[src/rtl/operand_entry_seq.sv]
// Operand-entry sequencer for the 4-bit divider: button conditioning,
// operand registers, and result capture around a combinational divider.
module operand_entry_seq #(
    parameter int WIDTH       = 4,
    parameter int SYNC_STAGES = 2,
    parameter int DB_CYCLES   = 16
) (
    input  logic             clk,
    input  logic             rst_n,
    input  logic [WIDTH-1:0] sw_i,
    input  logic             btn_i,
    input  logic [WIDTH-1:0] q_i,
    input  logic [WIDTH-1:0] r_i,
    input  logic             err_i,
    output logic [WIDTH-1:0] op_a_o,
    output logic [WIDTH-1:0] op_b_o,
    output logic [WIDTH-1:0] quo_o,
    output logic [WIDTH-1:0] rem_o,
    output logic             err_o,
    output logic             res_valid_o,
    output logic [1:0]       state_o
);

    localparam int CW = (DB_CYCLES > 1) ? $clog2(DB_CYCLES) : 1;

    typedef enum logic [1:0] {
        S_A    = 2'd0,
        S_B    = 2'd1,
        S_EXEC = 2'd2,
        S_SHOW = 2'd3
    } state_t;

    logic [SYNC_STAGES-1:0] sync_q, sync_d;
    logic                   btn_s;
    logic [CW-1:0]          db_cnt_q, db_cnt_d;
    logic                   db_lvl_q, db_lvl_d;
    logic                   db_dly_q, db_dly_d;
    logic                   press;

    state_t                 state_q, state_d;

    logic [WIDTH-1:0]       op_a_q, op_a_d;
    logic [WIDTH-1:0]       op_b_q, op_b_d;
    logic [WIDTH-1:0]       quo_q, quo_d;
    logic [WIDTH-1:0]       rem_q, rem_d;
    logic                   err_q, err_d;
    logic                   vld_q, vld_d;

    assign btn_s = sync_q[SYNC_STAGES-1];
    assign press = db_lvl_q & ~db_dly_q;

    // Synchroniser shift and debounce: a level change must persist
    // DB_CYCLES consecutive cycles before it is accepted.
    always_comb begin
        sync_d   = {sync_q[SYNC_STAGES-2:0], btn_i};
        db_lvl_d = db_lvl_q;
        db_cnt_d = '0;
        db_dly_d = db_lvl_q;
        if (btn_s != db_lvl_q) begin
            if (db_cnt_q == CW'(DB_CYCLES - 1)) begin
                db_lvl_d = btn_s;
                db_cnt_d = '0;
            end else begin
                db_cnt_d = db_cnt_q + CW'(1);
            end
        end
    end

    // Input conditioning registers
    always_ff @(posedge clk or negedge rst_n) begin
        if (!rst_n) begin
            sync_q   <= '0;
            db_cnt_q <= '0;
            db_lvl_q <= 1'b0;
            db_dly_q <= 1'b0;
        end else begin
            sync_q   <= sync_d;
            db_cnt_q <= db_cnt_d;
            db_lvl_q <= db_lvl_d;
            db_dly_q <= db_dly_d;
        end
    end

    // FSM state register
    always_ff @(posedge clk or negedge rst_n) begin
        if (!rst_n) begin
            state_q <= S_A;
        end else begin
            state_q <= state_d;
        end
    end

    // FSM next-state: presses advance entry, EXEC lasts one cycle
    always_comb begin
        state_d = state_q;
        unique case (state_q)
            S_A:    if (press) state_d = S_B;
            S_B:    if (press) state_d = S_EXEC;
            S_EXEC: state_d = S_SHOW;
            S_SHOW: if (press) state_d = S_A;
            default: state_d = S_A;
        endcase
    end

    // FSM outputs: operand loads and result capture
    always_comb begin
        op_a_d = op_a_q;
        op_b_d = op_b_q;
        quo_d  = quo_q;
        rem_d  = rem_q;
        err_d  = err_q;
        vld_d  = vld_q;
        unique case (state_q)
            S_A: begin
                if (press) begin
                    op_a_d = sw_i;
                    vld_d  = 1'b0;
                end
            end
            S_B: begin
                if (press) begin
                    op_b_d = sw_i;
                end
            end
            S_EXEC: begin
                quo_d = q_i;
                rem_d = r_i;
                err_d = err_i;
                vld_d = 1'b1;
            end
            S_SHOW: begin
            end
            default: begin
            end
        endcase
    end

    // Operand and result registers
    always_ff @(posedge clk or negedge rst_n) begin
        if (!rst_n) begin
            op_a_q <= '0;
            op_b_q <= '0;
            quo_q  <= '0;
            rem_q  <= '0;
            err_q  <= 1'b0;
            vld_q  <= 1'b0;
        end else begin
            op_a_q <= op_a_d;
            op_b_q <= op_b_d;
            quo_q  <= quo_d;
            rem_q  <= rem_d;
            err_q  <= err_d;
            vld_q  <= vld_d;
        end
    end

    assign op_a_o      = op_a_q;
    assign op_b_o      = op_b_q;
    assign quo_o       = quo_q;
    assign rem_o       = rem_q;
    assign err_o       = err_q;
    assign res_valid_o = vld_q;
    assign state_o     = state_q;

endmodule
[config.mk]
export PLATFORM = sky130hd
export DESIGN_NAME = operand_entry_seq
export DESIGN_NICKNAME = d
export VERILOG_FILES = /design/src/rtl/operand_entry_seq.sv
export SDC_FILE = /design/constraint.sdc
export NUM_CORES = 1
export LEC_CHECK = 0
export BUFFER_PORTS_ARGS = -buffer_cell sky130_fd_sc_hd__clkbuf_2
export CAP_MARGIN = 5
export CORE_ASPECT_RATIO = 0.9
export CORE_MARGIN = 4
export CORE_UTILIZATION = 49
export CTS_CLUSTER_SIZE = 10
export DETAILED_ROUTE_END_ITERATION = 8
export MAX_ROUTING_LAYER = met4
export PLACE_DENSITY = 0.79
export SLEW_MARGIN = 30
export SYNTH_ARGS = -nofsm -noshare
export SYNTH_HDL_FRONTEND = slang
export SYNTH_SLANG_ARGS = --single-unit
[constraint.sdc]
create_clock -name clk -period 1.9 [get_ports clk]
set_input_delay 0 -clock clk [delete_from_list [all_inputs] [get_ports clk]]
set_output_delay 0 -clock clk [all_outputs]
set_load 0.05 [all_outputs]
Yosys cells after proc, flatten, opt, wreduce, memory -nomap -nowiden
Index checks and enable logic that the tools add are counted.
{"block": "word_totals", "reg_bits": 28}
{"block": "op_classes", "n_addsub": 1, "eq_ne": 8, "mux": 8, "bitwise_logic": 2, "n_reduce_logical": 7}
{"cell": "$mux W4", "n": 2}
{"cell": "$pmux W2 S4", "n": 1}
{"cell": "$reduce_and A2 Y1", "n": 4}
{"cell": "$mux W2", "n": 3}
{"cell": "$ne A2 B2 Y1 const B", "n": 3}
{"cell": "$add A4 B1 Y4 const B", "n": 1}
{"cell": "$eq A2 B2 Y1 const B", "n": 2}
{"cell": "$eq A4 B4 Y1 const B", "n": 1}
{"cell": "$reduce_and A3 Y1", "n": 1}
{"cell": "$eq A2 B1 Y1 const B", "n": 1}
{"cell": "$logic_not A2 Y1", "n": 1}
{"cell": "$pmux W1 S2", "n": 1}
{"cell": "$reduce_bool A2 Y1", "n": 1}
{"cell": "$and A1 B1 Y1", "n": 1}
{"cell": "$mux W1", "n": 1}
{"cell": "$ne A1 B1 Y1", "n": 1}
{"cell": "$not A1 Y1", "n": 1}

Longest topological paths before layout
Gate-level depths: netlist of the first run.
{"block": "logic_depth", "depth_word": 4, "ltp_mapped": 5, "mapped_depth_nobuf": 5}

Worst setup path before layout of the first run
OpenSTA, ideal clock, no wires.
{"block": "synth_path", "kind": "flip-flop to flip-flop", "startpoint": "register state_q[1] (netlist: state_o[1])", "endpoint": "register state_q[1] (netlist: state_o[1])", "setup_ns": 0.125, "arrival_time_ns": 1.621, "setup_slack_ns": 0.154, "stages_incl_launch_ff": 6, "period_less_slack_ns": 1.746, "path_cell_list": "dfrtp_1 > inv_1 > ha_1 > nor3_1 > nor2_2 > mux2_4"}
{"block": "synth_between", "elab_chain_len": 3, "word_cells_on_any_way": 9, "classes_between": "eq/ne: 6; mux: 1; reduce/logical: 2"}
{"item": "from (decl)", "line_no": "40", "source": "state_t state_q, state_d;"}
{"item": "from (signal assigned)", "line_no": "89", "source": "state_q <= state_d;"}
{"item": "$eq A2 B2 Y1 (tied with other cells)", "line_no": "96", "source": "unique case (state_q)"}
{"item": "$ne A2 B2 Y1 (no line)"}
{"item": "$reduce_and A3 Y1 (no line)"}
Several ways; a longest one is shown, not always the timed one.
A chain may end at the register's enable or synchronous reset.

Worst setup path after layout of the first run
{"block": "layout_path", "startpoint": "register state_q[0] (netlist: state_o[0])", "endpoint": "register rem_q[1] (netlist: rem_o[1])"}
{"block": "layout_between", "elab_chain_len": 1}
{"item": "$eq A2 B2 Y1", "line_no": "113", "source": "unique case (state_q)"}
{"item": "to (signal assigned)", "line_no": "151", "source": "rem_q <= rem_d;"}
{"item": "to (decl)", "line_no": "45", "source": "logic [WIDTH-1:0] rem_q, rem_d;"}
Every way passes these cells.

==> impl_metrics.csv, run 1 <==
group,metric,value,unit
run_status,status,"finished, final reports clean",
min_path,min_path_type,"primary input to asynchronous set/reset pin",
die,die-area,3220,um^2
sta,final-setup-viol-count,0,
routing,wirelength,2120,um
sta,hold_violations,0,
clock_network,post_cts_resized,0,
sta,max_freq,659,MHz
clock_network,cts.sinks,28,
logic_synthesis,synth_compound_area_frac,0.0172,
placed_design,gp_congestion,0.683,
finish,drive_gt1_frac,0.465,
global_route,antenna_found_initial,0,
clock_network,htree_levels,1,
clock_network,cts_tree,"built",
clock_network,clk_pin_slew,0.13,ns
global_route,grt_max_degree,29,
critical_path,critPathArrivalTime,1.74,ns
die,core,2220,um^2
finish,fin_nets,153,
routing,drcViolationCount,0,
global_route,grt_overflow,0,
logic_synthesis,synth_cells,77,
placed_design,io_buffers,35,
logic_synthesis,synth_simple_gate_area_share,0.0775,
die,start_util,0.523,
routing,dr.pass1.iters,3,
logic_synthesis,synthFlopType,"dfrtp_1",
routing,viasPerCell,4.95,
clock_network,cts_buffer_depth,2,
sta,relSlewSlack,0.557,
routing,wire_per_inst,13.6,um
logic_synthesis,synth.mux.area_fraction,0.209,
routing,route.vias.total,772,
logic_synthesis,synth_area_leaders,"dfrtp_1 60%, mux2_2 14%, ha_1 6.5%, mux2_4 6.5%, xnor2_1 1.5%",
critical_path,crit_type,"flip-flop to flip-flop",
critical_path,reg2reg_slack,0.38,ns
logic_synthesis,post-synth-top-count-cell,"dfrtp_1",
sta,fin_skew,0.00145,ns
global_route,grt_pass1_vias,804,
finish,syn2layout_area_growth,32.4,%
critical_path,start_kind,"flip-flop",
clock_network,cts_made_buffers,3,
die,pin_count,36,
die,rows,16,
global_route,track_usage,0.158,
sta,tns,0,ns
critical_path,end_kind,"flip-flop",
clock_network,clock_latency,0.32,ns
logic_synthesis,synthAdderAreaFrac,0.0646,
clock_network,root_buffer,"clkbuf_4",
logic_synthesis,synth-xor-area-share,0.0151,
sta,maxSlewViolCount,0,
job,drv_cap,0,
pwr,power_density,1410,nW/um^2
routing,drt_iter0_markers,15,
logic_synthesis,ys_seq_area_frac,0.603,
logic_synthesis,yosysTopAreaCell,"dfrtp_1",
pwr,leakage,0.000768,uW
die,die_w,59.3,um
critical_path,required,2.12,ns
logic_synthesis,yosys_warnings,0,
clock_network,post_cts_buffers,0,
finish,fin_util,0.693,
routing,final_antenna_net_count,0,
logic_synthesis,netlist_top_cells_count,"28 x dfrtp_1, 14 x mux2_2, 6 x ha_1, 5 x mux2_4",
logic_synthesis,synth_edf_count,0,
sta,period_share,0.799,
logic_synthesis,synth_top_area_share,0.603,
critical_path,cp_max_fo,11,
clock_network,holdBufCountCts,15,
logic_synthesis,syn_area,1160,um^2
die,die_y,54.2,um
logic_synthesis,synth_fp_nets,99,
pwr,ir_worst_vdd,0.00133,V
logic_synthesis,synth_top_family_by_area,"multiplexers",
sta,rsz0062_at_grt,"no",
sta,worst_slew_pin_slew,0.664,ns
logic_synthesis,syn_avg_cell_area,15.1,um^2
logic_synthesis,ys_seq_elements,28,
logic_synthesis,async_flop_share,1.00,
finish,diodes,0,
logic_synthesis,synth_cell_types,20,
placed_design,dpl.hpwl,1540,um
sta,layout_min_cycle_time,1.52,ns
global_route,grt_pass1_wl,3590,um
## state kept, by name, indices dropped and copies added, names as in the netlist
signal,cells
db_cnt_q,4
db_dly_d,1
db_dly_q,1
err_o,1
op_a_o,4
op_b_o,4
quo_o,4
rem_o,4
res_valid_o,1
state_o,2
sync_q,2
## per-layer routing
layer	part of all wire	routed length [um]	global-route usage
met3	0.068	144	0.0576
met5	0	0	-
met4	0.0085	18	0.0453
met1	0.41	876	0.177
met2	0.51	1080	0.267
## cells in the final DEF (no fill, tap or decap), types with 2 or more instances in the layout
cell type,instances
xnor2_1,2
clkbuf_2,35
a21oi_1,3
dlygate4sd3_1,15
dfrtp_1,28
clkbuf_4,3
nor3b_1,2
ha_1,6
mux2_4,5
mux2_2,14
inv_1,3
nor2_1,3
## cell families (layout without fill, tap and decap cells)
group,Yosys count,after routing
AO/OA/AOI/OAI,4,4
XOR/XNOR,2,2
adder cells (fa/ha/maj),6,6
buffers and inverters,4,56
flip-flops,28,28
multiplexers,20,20
AND/OR/NAND/NOR,13,13
## power by group
part	leakage, uW	switching (uW)	internal [uW]
Clock	0.0000138	157	74.3
Combinational	0.000417	742	363
Sequential	0.000337	93.5	743
Total	0.000768	993	1180
## final timing paths
kind,depth (start not counted),from,end
worst min register to register,0,sync_q[0],sync_q[1]
worst max register to register,3,state_o[0],rem_o[1]
worst min-delay path,2,rst_n,db_cnt_q[1]
max in group asynchronous,2,rst_n,op_b_o[3]
min in group clk,2,btn_i,sync_q[0]
worst max-delay path,3,state_o[0],rem_o[1]
## area by class of cell
type / instances / area, um^2
clock buffers: 3 / 22.5
fillers: 161 / 683
inverters: 3 / 11.3
multi-input cells: 45 / 445
flip-flops and latches: 28 / 701
well taps: 27 / 33.8
repair buffers: 50 / 325
## per-stage QoR
stage	instance area, um^2	setup slack [ns]	std cells	hold WS [ns]	power, uW
global route	1540	0.272	156	0.279	2300
global placement	1370	0.453	138	0.0549	1910
detailed placement	1370	0.383	138	0.0676	1940
CTS	1540	0.362	156	0.236	2200
floorplan	1160	0.154	77	-0.296	1700
finish	1540	0.382	156	0.223	2170
## critical path: stages, from the launching register on
cell	delay [ns]
dfrtp_1	0.44
inv_1	0.14
ha_1	0.46
mux2_2	0.39
Power figures use the tool's default switching activity.
==> run 2, diff against run 1 <==
--- a/config.mk
+++ b/config.mk
@@ -9,11 +9,11 @@
 export CAP_MARGIN = 5
 export CORE_ASPECT_RATIO = 0.9
 export CORE_MARGIN = 4
-export CORE_UTILIZATION = 49
+export CORE_UTILIZATION = 44
 export CTS_CLUSTER_SIZE = 10
 export DETAILED_ROUTE_END_ITERATION = 8
 export MAX_ROUTING_LAYER = met4
-export PLACE_DENSITY = 0.79
+export PLACE_DENSITY = 0.75
 export SLEW_MARGIN = 30
 export SYNTH_ARGS = -nofsm -noshare
 export SYNTH_HDL_FRONTEND = slang
==> constraint.sdc (replaced) <==
create_clock -name clk -period 1.26 [get_ports clk]
set_input_delay 0 -clock clk [delete_from_list [all_inputs] [get_ports clk]]
set_output_delay 0 -clock clk [all_outputs]
set_load 0.05 [all_outputs]
==> run 2 against run 1 <==
Effect of this change:
- the flow now finishes with violations (setup timing)
- register-to-register slack worse by 0.47 ns
- non-clock buffer count up 11
- worst hold slack worse by 0.050 ns
- utilization about the same
- sequential share of layout area fell by 4.7 points
- clock power grew to 2.5 times the previous value
- clock skew rose by 0.013 ns
- via count is 2.1% higher
- critical path depth up 1
==> impl_metrics.csv, run 2 (same netlist as run 1, synthesis figures left out) <==
group,metric,value,unit
run_status,status,"finished, violations left",
run_status,violations,"setup timing",
clock_network,cts.sinks,28,
placed_design,pre_cts_slack,-0.0902,ns
critical_path,cp_max_fo,5,
die,pin_count,36,
finish,fin_cells,169,
sta,relSlewSlack,0.764,
routing,wire_per_inst,13.9,um
sta,max_freq,739,MHz
die,rows,17,
die,die_y,56.8,um
clock_network,clk_pin_slew,0.16,ns
sta,fin_skew,0.0148,ns
placed_design,io_buffers,35,
sta,layout_min_cycle_time,1.35,ns
clock_network,cts_made_buffers,3,
critical_path,rr_startpoint,"state_o[0]",
critical_path,end_kind,"flip-flop",
critical_path,required,1.50,ns
finish,fin_util,0.693,
sta,hold_violations,0,
pwr,power_density,2340,nW/um^2
placed_design,dpl.cell_count,147,
pwr,ir_worst_vdd,0.00273,V
clock_network,cts_buffer_depth,2,
routing,dr.pass1.iters,4,
global_route,track_usage,0.151,
routing,final_antenna_net_count,0,
routing,drt_iter0_markers,5,
die,start_util,0.467,
finish,syn2layout_area_growth,48.3,%
routing,viasPerCell,4.66,
die,die_w,62.2,um
critical_path,crit_type,"flip-flop to flip-flop",
placed_design,gp_congestion,0.641,
global_route,grt_pass1_wl,4120,um
min_path,min_path_type,"primary input to asynchronous set/reset pin",
clock_network,cts_tree,"built",
sta,worst_slew_pin_slew,0.353,ns
finish,layout_commonest_cell,"clkbuf_2",
routing,wirelength,2350,um
finish,drive_gt1_frac,0.567,
routing,drcViolationCount,0,
critical_path,start_kind,"flip-flop",
global_route,grt_max_degree,29,
sta,rsz0062_at_grt,"yes",
pwr,leakage,0.000826,uW
clock_network,htree_levels,1,
finish,fin_nets,164,
sta,maxSlewViolCount,0,
global_route,grt_pass1_vias,859,
routing,route.vias.total,788,
clock_network,clock_latency,0.33,ns
global_route,grt_overflow,0,
pwr,power,4030,uW
job,drv_cap,0,
sta,period_share,1.07,
finish,final_cell_mix,"35 x clkbuf_2, 26 x dfrtp_1, 15 x dlygate4sd3_1",
die,core,2490,um^2
sta,fin_ws,-0.0929,ns
global_route,antenna_found_initial,0,
finish,diodes,0,
critical_path,cp-startpoint,"state_o[0]",
sta,final-setup-viol-count,20,
finish,num-fill-cells,165,
sta,tns,-1.18,ns
die,die-area,3530,um^2
clock_network,root_buffer,"clkbuf_4",
placed_design,dpl.hpwl,1590,um
critical_path,critPathArrivalTime,1.60,ns
[run 2: cell types whose count changed in the layout (fill, tap and decap cells not counted), sizes merged]
cell | previous run | this run
bufinv | 0 | 1
buf | 0 | 11
[run 2: layout make-up]
type                       count  area, um^2  share of cell area
clock inverter                 1        30.0              0.0174
timing repair buffer          61         424               0.246
clock buffer                   3        22.5              0.0131
sequential                    28         703               0.408
inverter                       3        16.3             0.00943
tap                           28        35.0              0.0203
multi-input combinational     45         493               0.286
[run 2: worst max-delay path, stage by stage, from the launching register on]
cell      delay, ns
dfrtp_2        0.46
inv_4          0.06
ha_4           0.17
nand3b_1       0.21
mux2_2         0.36
[run 2: routing by layer]
| layer | wire length (um) | vias up | GRT usage |
|---|---|---|---|
| li1 | - | 393 | - |
| met1 | 997 | 374 | 0.175 |
| met2 | 1230 | 17 | 0.262 |
| met3 | 100 | 4 | 0.0320 |
| met4 | 23 | 0 | 0.0464 |
| met5 | 0 | - | - |
[run 2: timing repair]
item,CTS,global route
setup buffers,2,1
endpoints found under the hold margin,46,0
hold buffers,15,0
pin swaps,2,2
gates cloned,0,0
endpoints found under the setup margin,16,21
resized for setup,8,0
[run 2: worst paths after layout]
check                        endpoint  cells after the start  slack (ns)
min in group clk            sync_q[0]                      2        0.32
max                         op_a_o[3]                      4       -0.09
min reg2reg                 sync_q[1]                      0        0.37
max reg2reg                 op_a_o[3]                      4       -0.09
min                         op_b_o[0]                      3        0.17
max in group asynchronous  state_o[0]                      3        0.79
[run 2: through the flow]
step	instance area (um^2)	hold slack (ns)
CTS	1720	0.175
detailed placement	1450	0.0175
finish	1720	0.173
floorplan	1180	-0.296
global route	1720	0.203
global placement	1450	0.0102
[run 2: where the power goes]
| part | internal (uW) | switching, uW |
|---|---|---|
| logic | 879 | 1270 |
| registers | 1130 | 167 |
| clock network | 322 | 264 |
| total | 2330 | 1700 |
==> run 3, diff against run 2 <==
--- a/config.mk
+++ b/config.mk
@@ -9,11 +9,11 @@
 export CAP_MARGIN = 5
 export CORE_ASPECT_RATIO = 0.9
 export CORE_MARGIN = 4
-export CORE_UTILIZATION = 44
+export CORE_UTILIZATION = 53
 export CTS_CLUSTER_SIZE = 10
 export DETAILED_ROUTE_END_ITERATION = 8
 export MAX_ROUTING_LAYER = met4
-export PLACE_DENSITY = 0.75
+export PLACE_DENSITY = 0.84
 export SLEW_MARGIN = 30
 export SYNTH_ARGS = -nofsm -noshare
 export SYNTH_HDL_FRONTEND = slang
==> constraint.sdc (replaced) <==
create_clock -name clk -period 1.7 [get_ports clk]
set_input_delay 0 -clock clk [delete_from_list [all_inputs] [get_ports clk]]
set_output_delay 0 -clock clk [all_outputs]
set_load 0.05 [all_outputs]
==> run 3 against run 2 <==
Effect of this change:
- the flow now finishes without violations
- register-to-register slack better by 0.26 ns
- die area down 15%
- clock-buffer cell count up 1
- utilization up 8.0 points
==> impl_metrics.csv, run 3 (same netlist as run 1, synthesis figures left out) <==
group,metric,value,unit
pwr,clkPwrFrac,0.125,
sta,hold_slack,0.213,ns
pwr,p_seq_frac,0.380,
pwr,ir_worst_vdd,0.00158,V
sta,max_freq,651,MHz
clock_network,cts_tree,"built",
finish,drive_gt1_frac,0.485,
clock_network,clk_pin_slew,0.14,ns
pwr,combPwrFrac,0.495,
run_status,status,"finished, final reports clean",
global_route,grt_pass1_wl,3970,um
pwr,p_int,1370,uW
routing,wire_per_inst,14.6,um
clock_network,post_cts_resized,0,
min_path,min_path_type,"primary input to asynchronous set/reset pin",
clock_network,cts_made_buffers,3,
clock_network,root_buffer,"clkbuf_4",
die,die-area,3010,um^2
sta,rsz0062_at_grt,"no",
global_route,antenna_found_initial,0,
sta,final-setup-viol-count,0,
global_route,grt_pass1_vias,855,
sta,worst_slew_pin_slew,0.640,ns
routing,drcViolationCount,0,
critical_path,start_kind,"flip-flop",
placed_design,pre_cts_slack,0.171,ns
pwr,power_density,1610,nW/um^2
global_route,track_usage,0.179,
die,die_w,57.4,um
die,rows,15,
critical_path,worst-path-buf-inv,1,
critical_path,required,1.92,ns
sta,relSlewSlack,0.573,
sta,tns,0,ns
clock_network,post_cts_buffers,0,
clock_network,cts_buffer_depth,2,
sta,maxSlewViolCount,0,
routing,drt_iter0_markers,26,
finish,num-fill-cells,125,
finish,fin_cells,155,
sta,hold_violations,0,
routing,viasPerCell,5.06,
clock_network,htree_levels,1,
critical_path,critPathArrivalTime,1.76,ns
finish,layout_commonest_cell,"clkbuf_2",
finish,syn2layout_area_growth,33.6,%
global_route,grt.met1_usage,0.207,
die,start_util,0.579,
critical_path,crit_family,"flip-flops",
critical_path,cpPeakStageDelay,0.46,ns
clock_network,clock_latency,0.32,ns
critical_path,cp_max_fo,11,
sta,fin_ws,0.165,ns
global_route,grt_overflow,0,
pwr,switching_share,0.450,
global_route,grt_max_degree,29,
placed_design,dpl.hpwl,1570,um
pwr,leakage,0.000773,uW
global_route,grt_util_met3,0.0517,
placed_design,io_buffers,35,
critical_path,end_kind,"flip-flop",
finish,diodes,0,
pwr,p_sw,1120,uW
routing,route.vias.total,784,
sta,layout_min_cycle_time,1.54,ns
global_route,busiest_layer,"met2",
sta,period_share,0.903,
die,pin_count,36,
clock_network,cts.sinks,28,
critical_path,cp_cell_sequence,"inv_1 > ha_1 > mux2_2",
die,die_y,52.4,um
placed_design,dpl.cell_count,136,
placed_design,gp_congestion,0.747,
routing,wirelength,2260,um
finish,final_cell_mix,"35 x clkbuf_2, 26 x dfrtp_1, 15 x dlygate4sd3_1",
finish,fin_util,0.773,
routing,final_antenna_net_count,0,
job,drv_cap,0,
global_route,met2_usage,0.310,
critical_path,crit_path_top_delay_cell,"dfrtp_2",
routing,dr.pass1.iters,4,
clock_network,holdBufCountCts,15,
finish,fin_nets,153,
sta,fin_skew,0.0100,ns
die,core,2010,um^2
critical_path,crit_type,"flip-flop to flip-flop",
run 3: cell types whose count changed in the layout (fill, tap and decap cells not counted), moves of 2 or more:
cell,previous run,this run
buf_4,9,0
inv_1,1,3
ha_4,2,0
inv_4,2,0
ha_1,3,6
run 3: final cells by class:
class,count,area [um^2],share of cell area
clock buffer,4,36.3,0.0234
inverter,3,11.3,0.00725
multi-input combinational,45,445,0.287
sequential,28,703,0.453
tap,25,31.3,0.0201
timing repair buffer,50,325,0.210
run 3: through the flow:
| stage | total power, uW | area [um^2] |
|---|---|---|
| after floorplan | 1900 | 1160 |
| after global placement | 2140 | 1370 |
| after detailed placement | 2180 | 1370 |
| after CTS | 2510 | 1550 |
| after global routing | 2640 | 1550 |
| final | 2500 | 1550 |
run 3: path summary, 6_finish.rpt:
| check | slack [ns] | endpoint | cells after the start | from |
|---|---|---|---|---|
| setup / recovery | 0.16 | err_o | 3 | state_o[0] |
| hold / removal | 0.21 | op_a_o[0] | 2 | rst_n |
| setup reg to reg | 0.16 | err_o | 3 | state_o[0] |
| hold reg to reg | 0.37 | sync_q[1] | 0 | sync_q[0] |
| max in group asynchronous | 1.04 | state_o[1] | 2 | rst_n |
| min in group clk | 0.32 | sync_q[0] | 2 | btn_i |
run 3: power by group through the flow:
stage / combinational (uW) / clock (uW) / sequential [uW]
after floorplan: 421 / 0 / 1480
after global routing: 1330 / 342 / 975
final: 1240 / 311 / 949
after detailed placement: 1220 / 0 / 958
after CTS: 1240 / 314 / 948
after global placement: 1190 / 0 / 947
run 3: worst reg2reg max path, cell delays in order, from the launching register on:
cell and delay [ns]:
dfrtp_2 0.46, inv_1 0.13, ha_1 0.45, mux2_2 0.40
run 3: metal layers:
metal | up-vias | wire, um
met1 | 384 | 897
met4 | 0 | 31
met2 | 26 | 1230
met5 | - | 0
li1 | 370 | -
met3 | 4 | 106
